$ cat config.mk
export PLATFORM = sky130hd
export DESIGN_NAME = seq_detect_prog
export DESIGN_NICKNAME = d
export VERILOG_FILES = /design/src/rtl/seq_detect_prog.sv
export SDC_FILE = /design/constraint.sdc
export NUM_CORES = 1
export LEC_CHECK = 0
export BUFFER_PORTS_ARGS = -buffer_cell sky130_fd_sc_hd__buf_2
export CORE_MARGIN = 2
export CORE_UTILIZATION = 38
export CTS_CLUSTER_SIZE = 30
export DETAILED_ROUTE_END_ITERATION = 12
export PLACE_DENSITY_LB_ADDON = 0.3
export SETUP_SLACK_MARGIN = 0.4
export SLEW_MARGIN = 10
export SYNTH_ARGS = -nofsm -noshare
export SYNTH_HDL_FRONTEND = slang
export SYNTH_SLANG_ARGS = --single-unit
$ cat constraint.sdc
create_clock -name clk -period 2.6 [get_ports clk]
set_clock_uncertainty 0.1 [all_clocks]
set_input_delay 0.13 -clock clk [delete_from_list [all_inputs] [get_ports clk]]
set_output_delay 0.13 -clock clk [all_outputs]
set_load 0.1 [all_outputs]
$ cat src/rtl/seq_detect_prog.sv
// Programmable serial pattern detector with valid-qualified input, run-time
// pattern/length/overlap configuration and a saturating match counter.
module seq_detect_prog #(
    parameter int                 MAX_LEN     = 8,
    parameter int                 CNT_W       = 8,
    parameter logic [MAX_LEN-1:0] DEF_PATTERN = MAX_LEN'(8'b0000_1011),
    parameter int                 DEF_LEN     = 4,
    parameter bit                 DEF_OVERLAP = 1'b1,
    localparam int                LEN_W       = $clog2(MAX_LEN + 1)
) (
    input  logic               clk,
    input  logic               reset,
    input  logic               inp_bit,
    input  logic               inp_valid,
    input  logic               cfg_load,
    input  logic [MAX_LEN-1:0] cfg_pattern,
    input  logic [LEN_W-1:0]   cfg_len,
    input  logic               cfg_overlap,
    input  logic               clr_count,
    output logic               seq_seen,
    output logic [CNT_W-1:0]   match_count,
    output logic               count_sat
);

    localparam logic [LEN_W-1:0] MAX_LEN_L = LEN_W'(MAX_LEN);
    localparam logic [LEN_W-1:0] DEF_LEN_L = LEN_W'(DEF_LEN);

    logic [MAX_LEN-1:0] hist_q, hist_d;
    logic [LEN_W-1:0]   fill_q, fill_d;
    logic [MAX_LEN-1:0] pat_q, pat_d;
    logic [LEN_W-1:0]   len_q, len_d;
    logic               ovl_q, ovl_d;
    logic               seen_q, seen_d;
    logic [CNT_W-1:0]   cnt_q, cnt_d;
    logic               sat_q, sat_d;

    logic               accept;
    logic               match;
    logic               fill_ok;
    logic [LEN_W:0]     fill_p1;
    logic [MAX_LEN-1:0] ext;
    logic [MAX_LEN-1:0] mask;

    // Only the newest len bits of {hist, inp_bit} take part in the compare.
    always_comb begin
        accept  = inp_valid & ~cfg_load;
        ext     = {hist_q[MAX_LEN-2:0], inp_bit};
        for (int i = 0; i < MAX_LEN; i++) begin
            mask[i] = (i < int'(len_q));
        end
        fill_p1 = {1'b0, fill_q} + (LEN_W + 1)'(1);
        fill_ok = (fill_p1 >= {1'b0, len_q});
        match   = accept && (len_q != '0) && fill_ok && (((ext ^ pat_q) & mask) == '0);
    end

    always_comb begin
        hist_d = hist_q;
        fill_d = fill_q;
        pat_d  = pat_q;
        len_d  = len_q;
        ovl_d  = ovl_q;
        seen_d = match;
        cnt_d  = cnt_q;

        if (cfg_load) begin
            pat_d  = cfg_pattern;
            len_d  = (cfg_len > MAX_LEN_L) ? MAX_LEN_L : cfg_len;
            ovl_d  = cfg_overlap;
            hist_d = '0;
            fill_d = '0;
        end else if (accept) begin
            hist_d = ext;
            fill_d = (fill_q == MAX_LEN_L) ? fill_q : fill_q + LEN_W'(1);
            // Non-overlap mode only needs fill reset; stale hist bits are masked by fill.
            if (match && !ovl_q) begin
                fill_d = '0;
            end
        end

        if (clr_count) begin
            cnt_d = match ? CNT_W'(1) : '0;
        end else if (match && (cnt_q != '1)) begin
            cnt_d = cnt_q + CNT_W'(1);
        end
        sat_d = (cnt_d == '1);
    end

    always_ff @(posedge clk) begin
        if (reset) begin
            hist_q <= '0;
            fill_q <= '0;
            pat_q  <= DEF_PATTERN;
            len_q  <= (DEF_LEN_L > MAX_LEN_L) ? MAX_LEN_L : DEF_LEN_L;
            ovl_q  <= DEF_OVERLAP;
            seen_q <= 1'b0;
            cnt_q  <= '0;
            sat_q  <= 1'b0;
        end else begin
            hist_q <= hist_d;
            fill_q <= fill_d;
            pat_q  <= pat_d;
            len_q  <= len_d;
            ovl_q  <= ovl_d;
            seen_q <= seen_d;
            cnt_q  <= cnt_d;
            sat_q  <= sat_d;
        end
    end

    assign seq_seen    = seen_q;
    assign match_count = cnt_q;
    assign count_sat   = sat_q;

endmodule

==> out/qor.yml <==
status: "finished, final reports clean"
maxSlewHeadroom_pct: 56.4
worstPathArrival_ps: 2550
insertedDiodeCount: 0
stdcell_area_sq_um: 2400
crit_chain: "ha_4, xor2_4, ha_4, o21ai_2, o21a_4, nor4_4, nand3_2, or4_1, nand2_1"
fin_tns_setup_ps: 0
fin_crit_ps: 2420
grt_max_degree: 20
clock_sinks: 34
grtUsageTotal_pct: 15.3
crit_type: "reg2reg"
power.total_mw: 1.04
synth_cells: 202
grt_pass1_vias: 1476
syn2layout_area_growth_pct: 33.6
core_sq_um: 4630
vias: 1582
place_congestion: 0.758
antenna_found_initial: 0
async_flop_share_pct: 0
synth_largest_area_cell: "dfxtp_1"
hold_depth: 3
max_stage_delay_ps: 420
htreeDepth: 2
ys_types: 47
reg2reg_from: "fill_q[1]$_SDFFE_PP0P_"
tightest_slew_ps: 654
place_area_sq_um: 1990
dr.pass1.iters: 4
wl_met2_um: 1940
reg2reg_depth: 9
rrSetupSlack_ps: 180
initial_core_util_pct: 38.9
crit_required_ps: 2730
drv_cap: 0
routed_via_density: 5.20
synthMostInstantiatedCell: "dfxtp_1"
synth.avg_cell_area_sq_um: 8.91
p_leak_nw: 1.02
wirelength_met1_um: 1780
cpMostUsedCell: "ha_4"
yosys-top-cells-area: "dfxtp_1, mux2i_1, nor2_1"
power_switching_mw: 0.259
rsz0062_at_grt: "yes"
yosys.area.top_type_share_pct: 37.8
clk_pin_slew_ps: 70
post-route-period-util_pct: 93.0
ant_nets: 0
grt_overflow_total: 0
seqPwrFrac_pct: 52.7
die_h_um: 72.8
worst-path-max-fanout: 5
fmax_ghz: 0.414
pwr-share-clk_pct: 35.0
min_path_type: "in2reg"
worst_skew_pair.late_latency_ps: 280
rows: 25
post-dp-hpwl_um: 2660
synth_edf_count: 0
first_iter_violations: 65
ys_ff_latch: 34
drv_slew: 0
min_from: "inp_bit"
setup_violations: 0
die-area_sq_um: 5300
wl_met3_um: 144
slowest_stage: "or4_1"
drive_gt1_share_pct: 34.8
port_buffers: 28
internal-power_mw: 0.778
whs_endpoint: "hist_q[0]$_SDFFE_PP0P_"
die_width_um: 72.8
post-route-drc-count: 0
synth-warning-count: 0
cts_tree: "yes"
hold_violations: 0
maxUsedRoutingLayer: "met4"
synthFlopType: "dfxtp_1"
power_density_nw_per_um2: 431
grt_pass1_wl_um: 6440
numCtsBuffers: 5
swShare_pct: 25.0
clockBufferDepth: 2
reg2reg_to: "match_count[5]$_SDFF_PP0_"
nets: 276
synth_common_cells: "dfxtp_1, nor2_1, mux2i_1, nand2_1, xor2_1"
io_pins: 29
cp-start-kind: "flip-flop"
clock_tree.root_cell: "clkbuf_8"
synth_nets: 228
pwr-share-comb_pct: 12.3
wire_per_inst_um: 12.9
wirelength_um: 3920
ys_seq_area_share_pct: 37.8
syn_area_sq_um: 1800
cp-end-kind: "flip-flop"
peakVddDrop_mv: 0.305
-- cells in the final DEF (no fill, tap or decap), types with 2 or more instances in the layout --
| cell | Yosys | layout |
|---|---|---|
| inv_2 | 0 | 2 |
| nor3_1 | 3 | 2 |
| nand2b_4 | 1 | 2 |
| dlygate4sd3_1 | 1 | 11 |
| buf_2 | 0 | 28 |
| and2_1 | 2 | 2 |
| nand3b_1 | 3 | 3 |
| o21ai_2 | 0 | 2 |
| dfxtp_4 | 0 | 3 |
| dfxtp_2 | 0 | 7 |
| nor2b_1 | 6 | 6 |
| clkinv_2 | 0 | 2 |
| buf_6 | 1 | 4 |
| buf_4 | 2 | 8 |
| nor2_1 | 28 | 28 |
| mux2i_1 | 14 | 14 |
| a31oi_1 | 3 | 3 |
| o21ai_0 | 4 | 2 |
| inv_1 | 7 | 5 |
| or2_2 | 2 | 2 |
| nor4_1 | 3 | 2 |
| a21oi_1 | 10 | 9 |
| a211o_1 | 5 | 5 |
| ha_1 | 7 | 3 |
| o22ai_1 | 2 | 2 |
| nand3_1 | 3 | 3 |
| xnor2_1 | 3 | 3 |
| xor2_1 | 11 | 10 |
| clkbuf_8 | 0 | 5 |
| nand4_1 | 2 | 2 |
| nand2_1 | 14 | 13 |
| dfxtp_1 | 34 | 24 |
| ha_4 | 0 | 4 |
| a211oi_2 | 0 | 2 |
-- metrics by stage --
| stage | utilization, % | cells | setup slack [ps] | hold slack, ps |
|---|---|---|---|---|
| CTS | 48.7 | 300 | 224 | 7.11 |
| floorplan | - | 202 | 212 | 141 |
| finish | 51.9 | 304 | 182 | 8.37 |
| global placement | 43.0 | 278 | 142 | 235 |
| detailed placement | 43.0 | 278 | 78.1 | 240 |
| global route | 51.9 | 304 | 65.7 | 16.2 |
-- worst max-delay path: cells and delay by family (launching register included) --
| kind | cells | cell delay, ps |
|---|---|---|
| and+or+nand+nor | 4 | 980 |
| adders and majority gates | 2 | 460 |
| DFF | 1 | 370 |
| AOI/OAI and AO/OA | 2 | 280 |
| xor gates and xnor gates | 1 | 190 |
-- routing by layer --
layer	vias up	global-route usage, %
met5	-	0
met4	0	4.94
met3	7	3.73
met2	32	26.4
met1	739	18.9
li1	804	-
-- timing repair --
item | in CTS | in global routing
gates resized for setup | 12 | 23
endpoints found under the setup margin | 11 | 13
hold buffers | 11 | 0
endpoints found under the hold margin | 10 | 0
buffers inserted | 4 | 4
pin swaps | 8 | 8
-- cell type report --
type | count | area [sq um]
multi-input combinational | 151 | 1180
clock inverter | 2 | 10.0
fill | 429 | 2220
clock buffer | 5 | 68.8
timing repair buffer | 51 | 355
sequential | 34 | 701
inverter | 7 | 26.3
tap | 54 | 67.6
-- sequential cells by signal (all words and copies together) (netlist names) --
| name | flops |
|---|---|
| len_q | 4 |
| hist_q | 7 |
| fill_q | 4 |
| seq_seen | 1 |
| ovl_q | 1 |
| match_count | 8 |
| count_sat | 1 |
| pat_q | 8 |
-- power groups by stage --
stage               Sequential (mW)  Combinational (mW)  Clock [mW]
finish                        0.546               0.127       0.363
global route                  0.548               0.141       0.395
CTS                           0.547               0.116       0.376
detailed placement            0.560               0.101           0
global placement              0.560               0.100           0
floorplan                     0.556              0.0748           0
-- kinds of logic (layout without fill, tap and decap cells) --
logic type,after synthesis,after routing,synth area share (%)
multiplexers,14,14,7.78
flip-flops,34,34,37.8
AND/OR/NAND/NOR,80,80,24.5
XOR/XNOR,14,14,6.81
adder cells (fa/ha/maj),7,7,4.86
buffers and inverters,17,65,4.73
AO/OA/AOI/OAI,36,36,13.5
-- worst max-delay path by stage --
stage                      startpoint                   endpoint  slack, ps  cells past startpoint
2_1_floorplan  hist_q[6]$_SDFFE_PP0P_  match_count[5]$_SDFF_PP0_        210                      7
3_3_place_gp   fill_q[2]$_SDFFE_PP0P_       count_sat$_SDFF_PP0_        140                      9
3_5_place_dp   fill_q[1]$_SDFFE_PP0P_       count_sat$_SDFF_PP0_         80                      9
4_1_cts        fill_q[1]$_SDFFE_PP0P_       count_sat$_SDFF_PP0_        220                     10
5_1_grt        fill_q[1]$_SDFFE_PP0P_       count_sat$_SDFF_PP0_         70                     10
6_report       fill_q[1]$_SDFFE_PP0P_  match_count[5]$_SDFF_PP0_        180                      9
Power figures use the tool's default switching activity.
